==> src/rtl/riscv_pkg.sv <==
`default_nettype none
// ============================================================================
// Module      : riscv_pkg
// Description : Shared fetch-path definitions. These are the data width, the
//               canonical NOP encoding, the PC increment and the encoding of
//               the fetch FSM states.
// Revision    : 1.0 - initial release
// ============================================================================
package riscv_pkg;

   localparam int unsigned XLEN = 32;

   // ADDI x0, x0, 0
   localparam logic [XLEN-1:0] INSTR_NOP = 32'h0000_0013;

   localparam logic [XLEN-1:0] PC_INC = 32'd4;

   typedef enum logic [1:0] {
      IDLE = 2'd0,
      REQ  = 2'd1,
      WAIT = 2'd2,
      HOLD = 2'd3
   } fetch_state_e;

endpackage : riscv_pkg
`default_nettype wire

==> src/rtl/instr_fetch_unit_if.sv <==
`default_nettype none
// ============================================================================
// Module      : instr_fetch_unit_if
// Description : Instruction-memory request/response bus between the fetch
//               unit (master) and the instruction memory (slave).
//   imem_req_o    : request valid (master -> slave)
//   imem_addr_o   : request address (master -> slave)
//   imem_gnt_i    : request accepted this cycle (slave -> master)
//   imem_rvalid_i : read data valid (slave -> master)
//   imem_rdata_i  : instruction word (slave -> master)
// Revision    : 1.0 - initial release
// ============================================================================
interface instr_fetch_unit_if;
   import riscv_pkg::*;

   logic            imem_req_o;
   logic [XLEN-1:0] imem_addr_o;
   logic            imem_gnt_i;
   logic            imem_rvalid_i;
   logic [XLEN-1:0] imem_rdata_i;

   modport master (
      output imem_req_o,
      output imem_addr_o,
      input  imem_gnt_i,
      input  imem_rvalid_i,
      input  imem_rdata_i
   );

   modport slave (
      input  imem_req_o,
      input  imem_addr_o,
      output imem_gnt_i,
      output imem_rvalid_i,
      output imem_rdata_i
   );

endinterface : instr_fetch_unit_if
`default_nettype wire

==> src/rtl/fetch_skid_buffer.sv <==
`default_nettype none
// ============================================================================
// Module      : fetch_skid_buffer
// Description : Single-entry PC + instruction holding register with a valid
//               flag. It parks a returned instruction while the IF/ID stage
//               is stalled. Clear has priority over load.
//   clk, rst_n      : clock, asynchronous active-low reset
//   load            : capture wr_pc / wr_instr and mark the entry valid
//   clear           : drop the entry
//   wr_pc, wr_instr : data to capture
//   valid, pc, instr: stored entry
// Revision    : 1.0 - initial release
// ============================================================================
module fetch_skid_buffer
   import riscv_pkg::*;
(
   input  wire logic            clk,
   input  wire logic            rst_n,
   input  wire logic            load,
   input  wire logic            clear,
   input  wire logic [XLEN-1:0] wr_pc,
   input  wire logic [XLEN-1:0] wr_instr,
   output logic                 valid,
   output logic [XLEN-1:0]      pc,
   output logic [XLEN-1:0]      instr
);

   logic            r_valid;
   logic [XLEN-1:0] r_pc;
   logic [XLEN-1:0] r_instr;

   always_ff @(posedge clk or negedge rst_n) begin
      if (!rst_n) begin
         r_valid <= 1'b0;
         r_pc    <= '0;
         r_instr <= INSTR_NOP;
      end else if (clear) begin
         r_valid <= 1'b0;
      end else if (load) begin
         r_valid <= 1'b1;
         r_pc    <= wr_pc;
         r_instr <= wr_instr;
      end
   end

   assign valid = r_valid;
   assign pc    = r_pc;
   assign instr = r_instr;

endmodule : fetch_skid_buffer
`default_nettype wire

==> src/rtl/instr_fetch_unit.sv <==
`default_nettype none
// ============================================================================
// Module      : instr_fetch_unit
// Description : Instruction fetch stage. It issues one instruction-memory
//               request at a time and fills the IF/ID register. A one-entry
//               skid buffer absorbs a response that returns during a decode
//               stall. Branch redirects flush the stage, and a response
//               still in flight for the old path is squashed.
//   clk_i, rst_ni   : clock, asynchronous active-low reset
//   PCSrc_i         : redirect request (branch taken)
//   branch_target_i : redirect address (low two bits ignored)
//   stall_i         : decode cannot accept; IF/ID holds
//   imem            : instruction-memory bus (master side)
//   if_valid_o      : IF/ID register holds a valid instruction
//   if_pc_o         : PC of the held instruction
//   if_instr_o      : held instruction
// Revision    : 1.0 - initial release
// ============================================================================
module instr_fetch_unit
   import riscv_pkg::*;
#(
   parameter logic [XLEN-1:0] RESET_PC = 32'h0000_0000
)(
   input  wire logic            clk_i,
   input  wire logic            rst_ni,
   input  wire logic            PCSrc_i,
   input  wire logic [XLEN-1:0] branch_target_i,
   input  wire logic            stall_i,
   instr_fetch_unit_if.master   imem,
   output logic                 if_valid_o,
   output logic [XLEN-1:0]      if_pc_o,
   output logic [XLEN-1:0]      if_instr_o
);

   fetch_state_e    r_state;
   logic [XLEN-1:0] r_pc;
   logic            r_squash;
   logic            r_req;
   logic            r_if_valid;
   logic [XLEN-1:0] r_if_pc;
   logic [XLEN-1:0] r_if_instr;

   logic [XLEN-1:0] w_target;
   logic [XLEN-1:0] w_pc_next;
   logic            w_out_free;
   logic            w_redirect_inflight;
   logic            w_skid_load;
   logic            w_skid_clear;
   logic            w_skid_valid;
   logic [XLEN-1:0] w_skid_pc;
   logic [XLEN-1:0] w_skid_instr;
   logic            w_unused_tgt;

   // Targets are always word aligned, so the low bits are forced to zero.
   assign w_target     = {branch_target_i[XLEN-1:2], 2'b00};
   assign w_unused_tgt = ^branch_target_i[1:0];

   // This addition wraps naturally at 32 bits.
   assign w_pc_next  = r_pc + PC_INC;
   assign w_out_free = !r_if_valid || !stall_i;

   // A redirect leaves a request in flight when it arrives in WAIT without
   // the response, or in the same cycle a request is granted. That response
   // belongs to the old path and has to be squashed when it returns.
   assign w_redirect_inflight = ((r_state == WAIT) && !imem.imem_rvalid_i) ||
                                ((r_state == REQ)  &&  imem.imem_gnt_i);

   assign w_skid_load  = !PCSrc_i && (r_state == WAIT) && imem.imem_rvalid_i &&
                         !r_squash && !w_out_free;
   assign w_skid_clear = PCSrc_i || ((r_state == HOLD) && !stall_i);

   fetch_skid_buffer u_skid (
      .clk      (clk_i),
      .rst_n    (rst_ni),
      .load     (w_skid_load),
      .clear    (w_skid_clear),
      .wr_pc    (r_pc),
      .wr_instr (imem.imem_rdata_i),
      .valid    (w_skid_valid),
      .pc       (w_skid_pc),
      .instr    (w_skid_instr)
   );

   always_ff @(posedge clk_i or negedge rst_ni) begin
      if (!rst_ni) begin
         r_state    <= IDLE;
         r_pc       <= RESET_PC;
         r_squash   <= 1'b0;
         r_req      <= 1'b0;
         r_if_valid <= 1'b0;
         r_if_pc    <= '0;
         r_if_instr <= INSTR_NOP;
      end else if (PCSrc_i) begin
         // A redirect wins over a stall. The IF/ID stage is flushed in both cases.
         r_pc       <= w_target;
         r_if_valid <= 1'b0;
         if (w_redirect_inflight) begin
            r_state  <= WAIT;
            r_squash <= 1'b1;
            r_req    <= 1'b0;
         end else begin
            r_state  <= REQ;
            r_squash <= 1'b0;
            r_req    <= 1'b1;
         end
      end else begin
         // Decode took the held instruction. A load below overrides this.
         if (r_if_valid && !stall_i) begin
            r_if_valid <= 1'b0;
         end
         case (r_state)
            IDLE: begin
               r_state <= REQ;
               r_req   <= 1'b1;
            end
            REQ: begin
               if (imem.imem_gnt_i) begin
                  r_state <= WAIT;
                  r_req   <= 1'b0;
               end
            end
            WAIT: begin
               if (imem.imem_rvalid_i) begin
                  if (r_squash) begin
                     // Stale response from before the redirect. Drop it.
                     r_squash <= 1'b0;
                     r_state  <= REQ;
                     r_req    <= 1'b1;
                  end else if (w_out_free) begin
                     r_if_valid <= 1'b1;
                     r_if_pc    <= r_pc;
                     r_if_instr <= imem.imem_rdata_i;
                     r_pc       <= w_pc_next;
                     r_state    <= REQ;
                     r_req      <= 1'b1;
                  end else begin
                     // The skid buffer captures the response. See w_skid_load.
                     r_pc    <= w_pc_next;
                     r_state <= HOLD;
                     r_req   <= 1'b0;
                  end
               end
            end
            HOLD: begin
               if (!stall_i) begin
                  r_if_valid <= w_skid_valid;
                  r_if_pc    <= w_skid_pc;
                  r_if_instr <= w_skid_instr;
                  r_state    <= REQ;
                  r_req      <= 1'b1;
               end
            end
            default: begin
               r_state <= IDLE;
               r_req   <= 1'b0;
            end
         endcase
      end
   end

   assign imem.imem_req_o  = r_req;
   assign imem.imem_addr_o = r_pc;
   assign if_valid_o       = r_if_valid;
   assign if_pc_o          = r_if_pc;
   assign if_instr_o       = r_if_instr;

endmodule : instr_fetch_unit
`default_nettype wire

==> src/flat_wrapper.sv <==
// flat-port wrapper written by rule: the top's interface ports become plain ports
module instr_fetch_unit_flat import riscv_pkg::*;
#(
   parameter logic [XLEN-1:0] RESET_PC = 32'h0000_0000
)
  (clk_i, rst_ni, PCSrc_i, branch_target_i, stall_i, if_valid_o, if_pc_o, if_instr_o, imem_imem_req_o, imem_imem_addr_o, imem_imem_gnt_i, imem_imem_rvalid_i, imem_imem_rdata_i);
  instr_fetch_unit_if imem_i ();
  input  wire logic clk_i;
  input  wire logic rst_ni;
  input  wire logic PCSrc_i;
  input  wire logic [XLEN-1:0] branch_target_i;
  input  wire logic stall_i;
  output logic if_valid_o;
  output logic [XLEN-1:0] if_pc_o;
  output logic [XLEN-1:0] if_instr_o;
  output wire logic [$bits(imem_i.imem_req_o)-1:0] imem_imem_req_o;
  output wire logic [$bits(imem_i.imem_addr_o)-1:0] imem_imem_addr_o;
  input wire logic [$bits(imem_i.imem_gnt_i)-1:0] imem_imem_gnt_i;
  input wire logic [$bits(imem_i.imem_rvalid_i)-1:0] imem_imem_rvalid_i;
  input wire logic [$bits(imem_i.imem_rdata_i)-1:0] imem_imem_rdata_i;
  assign imem_imem_req_o = imem_i.imem_req_o;
  assign imem_imem_addr_o = imem_i.imem_addr_o;
  assign imem_i.imem_gnt_i = imem_imem_gnt_i;
  assign imem_i.imem_rvalid_i = imem_imem_rvalid_i;
  assign imem_i.imem_rdata_i = imem_imem_rdata_i;
  instr_fetch_unit #(.RESET_PC(RESET_PC)) u_core (.clk_i(clk_i), .rst_ni(rst_ni), .PCSrc_i(PCSrc_i), .branch_target_i(branch_target_i), .stall_i(stall_i), .imem(imem_i), .if_valid_o(if_valid_o), .if_pc_o(if_pc_o), .if_instr_o(if_instr_o));
endmodule
==> config.mk <==
export PLATFORM = sky130hd
export DESIGN_NAME = instr_fetch_unit_flat
export DESIGN_NICKNAME = d
export VERILOG_FILES = /design/src/rtl/riscv_pkg.sv /design/src/rtl/instr_fetch_unit_if.sv /design/src/rtl/fetch_skid_buffer.sv /design/src/rtl/instr_fetch_unit.sv /design/src/flat_wrapper.sv
export SDC_FILE = /design/constraint.sdc
export NUM_CORES = 1
export LEC_CHECK = 0
export CORE_MARGIN = 3
export CORE_UTILIZATION = 40
export CTS_CLUSTER_SIZE = 24
export DETAILED_ROUTE_END_ITERATION = 10
export GPL_TIMING_DRIVEN = 0
export HOLD_SLACK_MARGIN = 0.05
export PLACE_DENSITY_LB_ADDON = 0.2
export SLEW_MARGIN = 0
export SYNTH_ARGS = -nofsm -noshare
export SYNTH_HDL_FRONTEND = slang
export SYNTH_HIERARCHICAL = 1
export SYNTH_SLANG_ARGS = --single-unit
==> constraint.sdc <==
create_clock -name clk_i -period 3.2 [get_ports clk_i]
set_clock_uncertainty 0.1 [all_clocks]
set_input_delay 0.64 -clock clk_i [delete_from_list [all_inputs] [get_ports clk_i]]
set_output_delay 0.64 -clock clk_i [all_outputs]
set_load 0.01 [all_outputs]
==> results.yml, run 1 <==
global_route:
  grt_max_degree: 88
  grt_pass1_vias: 5873
  grt_pass1_wl_mm: 32.1
  grt.busiest_layer: "met2"
  met1_usage_pct: 24.7
  met2_usage_pct: 30.2
  globalRoute.totalOverflow: 0
  antenna_found_initial: 0
  grt_use_total_pct: 18.5
  use_met3_pct: 5.24
die:
  ios: 168
  die-area_um2: 21900
  start_util_pct: 41.1
  die_h_um: 148
  fp-row-count: 51
  core_area_um2: 19700
  die_width_um: 148
placed_design:
  placement.io_buffers: 163
  dpl_cell_area_um2: 10100
  gp_congestion: 0.812
  post-dp-hpwl_mm: 14.2
sta:
  grt_setup_unrepaired: "no"
  timing.slew.headroom_pct: 54.3
  tns_ps: 0
  period_minus_slack_ps: 2910
  timing.fmax_ghz: 0.344
  period_share_pct: 90.8
  report.final.slew_viol_count: 0
  finalSetupViolations: 0
  finalHoldViolCount: 0
  tightest_slew_ps: 685
power_and_ir_drop:
  power.total_uw: 7300
  powerDensity_nw_per_um2: 682
  peakVddDrop_mv: 0.317
  p_leak_uw: 0.00449
layout:
  final_nets: 870
  finalCoreUtilization_pct: 54.4
  drive_above_1_share_pct: 30.8
  fillers: 1688
  syn_to_final_growth_pct: 32.5
  stdcell_area_um2: 10700
  multi_input_area_um2: 3630
  regArea_um2: 4110
  antenna_cells: 0
setup_path:
  crit_slowest_cell: "ha_1"
  worstSetupPathType: "flip-flop to flip-flop"
  cp-start-kind: "flip-flop"
  max_stage_delay_ps: 510
  crit_family: "buffers and inverters"
  cp.required_ps: 3400
  path_buf_inv: 4
  cpMostUsedCell: "buf_12"
  crit_chain: "ha_1 -> clkbuf_2 -> clkbuf_1 -> a21o_1 -> nor2b_4 -> buf_12 -> buf_12 -> mux2_4"
  end_kind: "flip-flop"
  arrival_ps: 3110
  crit_path_max_fanout: 10
logic_synthesis:
  yosys_most_used_dff: "dfrtp_1"
  synth-simple-area-share_pct: 8.40
  synth-edff-count: 0
  yosysWarnings: 6
  synth-compound-area-share_pct: 5.25
  syn-cell-area_um2: 8070
  yosys-mux-area-fraction_pct: 29.0
  seq_area_frac_synth_pct: 50.9
  synth.avg_cell_area_um2: 13.2
  synth_top_family_by_area: "multiplexers"
  syn_inst: 610
  yosys.area_share.xor_xnor_pct: 1.30
  synth_seq_cells: 164
  synthTopCellsByArea: "dfrtp_1 (49%), mux2_2 (17%), mux2_4 (11%)"
  synth_area_leader_cell: "dfrtp_1"
  synth-async-reset-ratio_pct: 100
  synthAdderAreaFrac_pct: 0.775
  ys_types: 53
  synth_top_area_share_pct: 49.0
routing:
  postRouteAntennaNets: 0
  drt_iter0_drc: 400
  dr_total_vias: 5498
  post_drt_wl_per_cell_um: 18.6
  wirelength_mm: 19.9
  drc: 0
  drt_first_pass_iters: 4
  vias_per_cell: 5.12
cts:
  cts_buffer_depth: 2
  cts-buffers-inserted: 17
  cts.clk_slew.worst_paths_ps: 60
  h-tree-depth: 4
  postCtsSetupBuffers: 0
  cts_root_buffer: "clkbuf_16"
  cts_hold_buffers: 0
  cts_tree: "built"
  clock_sink_count: 164
  clkLatencyLatePin_ps: 420
status:
  outcome: "complete, no violations"
run:
  max_cap_violations: 0
worst_hold_path:
  hp-class: "primary input to asynchronous set/reset pin"
## flip-flops by register name (all words and copies together) (netlist names)
signal	flops
u_core/if_instr_o	32
u_core/if_pc_o	32
u_core/if_valid_o	1
u_core/imem.imem_addr_o	30
u_core/imem.imem_req_o	1
u_core/r_squash	1
u_core/r_state	2
u_core/u_skid/instr	32
u_core/u_skid/pc	32
u_core/u_skid/valid	1
## where the power goes
group	switching, uW	total (uW)	internal, uW
Clock	837	2110	1270
Sequential	310	2840	2530
Combinational	931	2350	1420
Total	2080	7300	5220
## cells in the final DEF (no fill, tap or decap), drive strengths merged, types with 2 or more instances in the layout
master	instances
mux2	185
clkdlybuf4s50	162
dfrtp	158
clkbuf	41
nand2	33
nor2	22
buf	22
o21ai	21
a31oi	19
or4	16
inv	13
o31ai	12
nand4	10
nand3	9
xnor2	9
dfstp	6
nor4	5
ha	5
clkinvlp	4
a21oi	4
and3	4
or3	4
conb	4
bufinv	3
nor3	3
and4	3
xor2	3
mux2i	3
clkinv	3
and3b	2
nand2b	2
## metrics by stage
step           setup WS, ps  std cells  hold slack (ps)
3_3_place_gp          -5370       1041              377
2_1_floorplan           791        613              244
4_1_cts                63.1       1074              104
6_report                293       1073             83.5
3_5_place_dp           -262       1042              383
5_1_grt                 137       1073              128
## layer usage
layer  wire length (um)  up-vias
met5                  0        -
met2               9750      145
met1               8630     2744
li1                   -     2596
met4                195        0
met3               1350       13
## cell type report
cell class,count,share of cell area [%]
multi-input combinational,396,33.9
sequential,164,38.4
clock buffer,21,4.30
timing repair buffer,164,15.6
inverter,12,0.421
buffer,40,2.82
clock inverter,11,1.42
tap,265,3.10
## cells by family after synthesis
group	after synthesis
flops	164
other cells	1
simple gates	121
xor+xnor	12
compound gates	66
buf+inv	53
fa+ha+maj	5
mux	188
## final timing paths
| kind | from | to | slack [ps] | cells past startpoint |
|---|---|---|---|---|
| max | u_core/r_state[1] | u_core/u_skid/pc[19] | 290 | 8 |
| min | rst_ni | u_core/imem.imem_req_o | 80 | 1 |
| max reg2reg | u_core/r_state[1] | u_core/u_skid/pc[19] | 290 | 8 |
| min reg2reg | u_core/imem.imem_req_o | u_core/imem.imem_req_o | 390 | 1 |
| max in group asynchronous | rst_ni | u_core/u_skid/instr[5] | 2080 | 2 |
| min in group clk_i | u_core/imem.imem_req_o | u_core/imem.imem_req_o | 390 | 1 |
## cells in the mapped netlist (2+ instances only)
| master | n |
|---|---|
| buf_2 | 7 |
| nand2b_1 | 2 |
| nand2_1 | 33 |
| dfstp_2 | 6 |
| and4_1 | 3 |
| and3b_1 | 2 |
| buf_6 | 2 |
| mux2i_1 | 3 |
| a31oi_1 | 19 |
| xnor2_1 | 9 |
| or3_1 | 4 |
| inv_1 | 11 |
| mux2_4 | 60 |
| a21oi_1 | 4 |
| ha_1 | 5 |
| o21ai_0 | 21 |
| nand4_1 | 10 |
| o31ai_1 | 12 |
| nor2_1 | 22 |
| clkbuf_1 | 20 |
| nand3_1 | 9 |
| buf_12 | 7 |
| xor2_1 | 3 |
| mux2_2 | 125 |
| nor4_1 | 5 |
| buf_4 | 3 |
| or4_1 | 15 |
| nor3_1 | 3 |
| and3_1 | 4 |
| dfrtp_1 | 158 |
## worst reg2reg max path: stages, from the launching register on
cell,delay [ps]
dfrtp_1,410
ha_1,510
clkbuf_2,380
clkbuf_1,450
a21o_1,250
nor2b_4,60
buf_12,160
buf_12,160
mux2_4,310
## timing repair
item,CTS,global route
cloned,0,0
gates resized for setup,2,0
pin swaps,0,1
setup endpoints to repair,118,106
No activity file was read; power rests on OpenSTA's default activity.
==> run 2: changes to the inputs <==
- HOLD_SLACK_MARGIN: 0.05 -> default
==> results of run 2 <==
No change in the layout: final DEF, timing and power equal those of run 1.
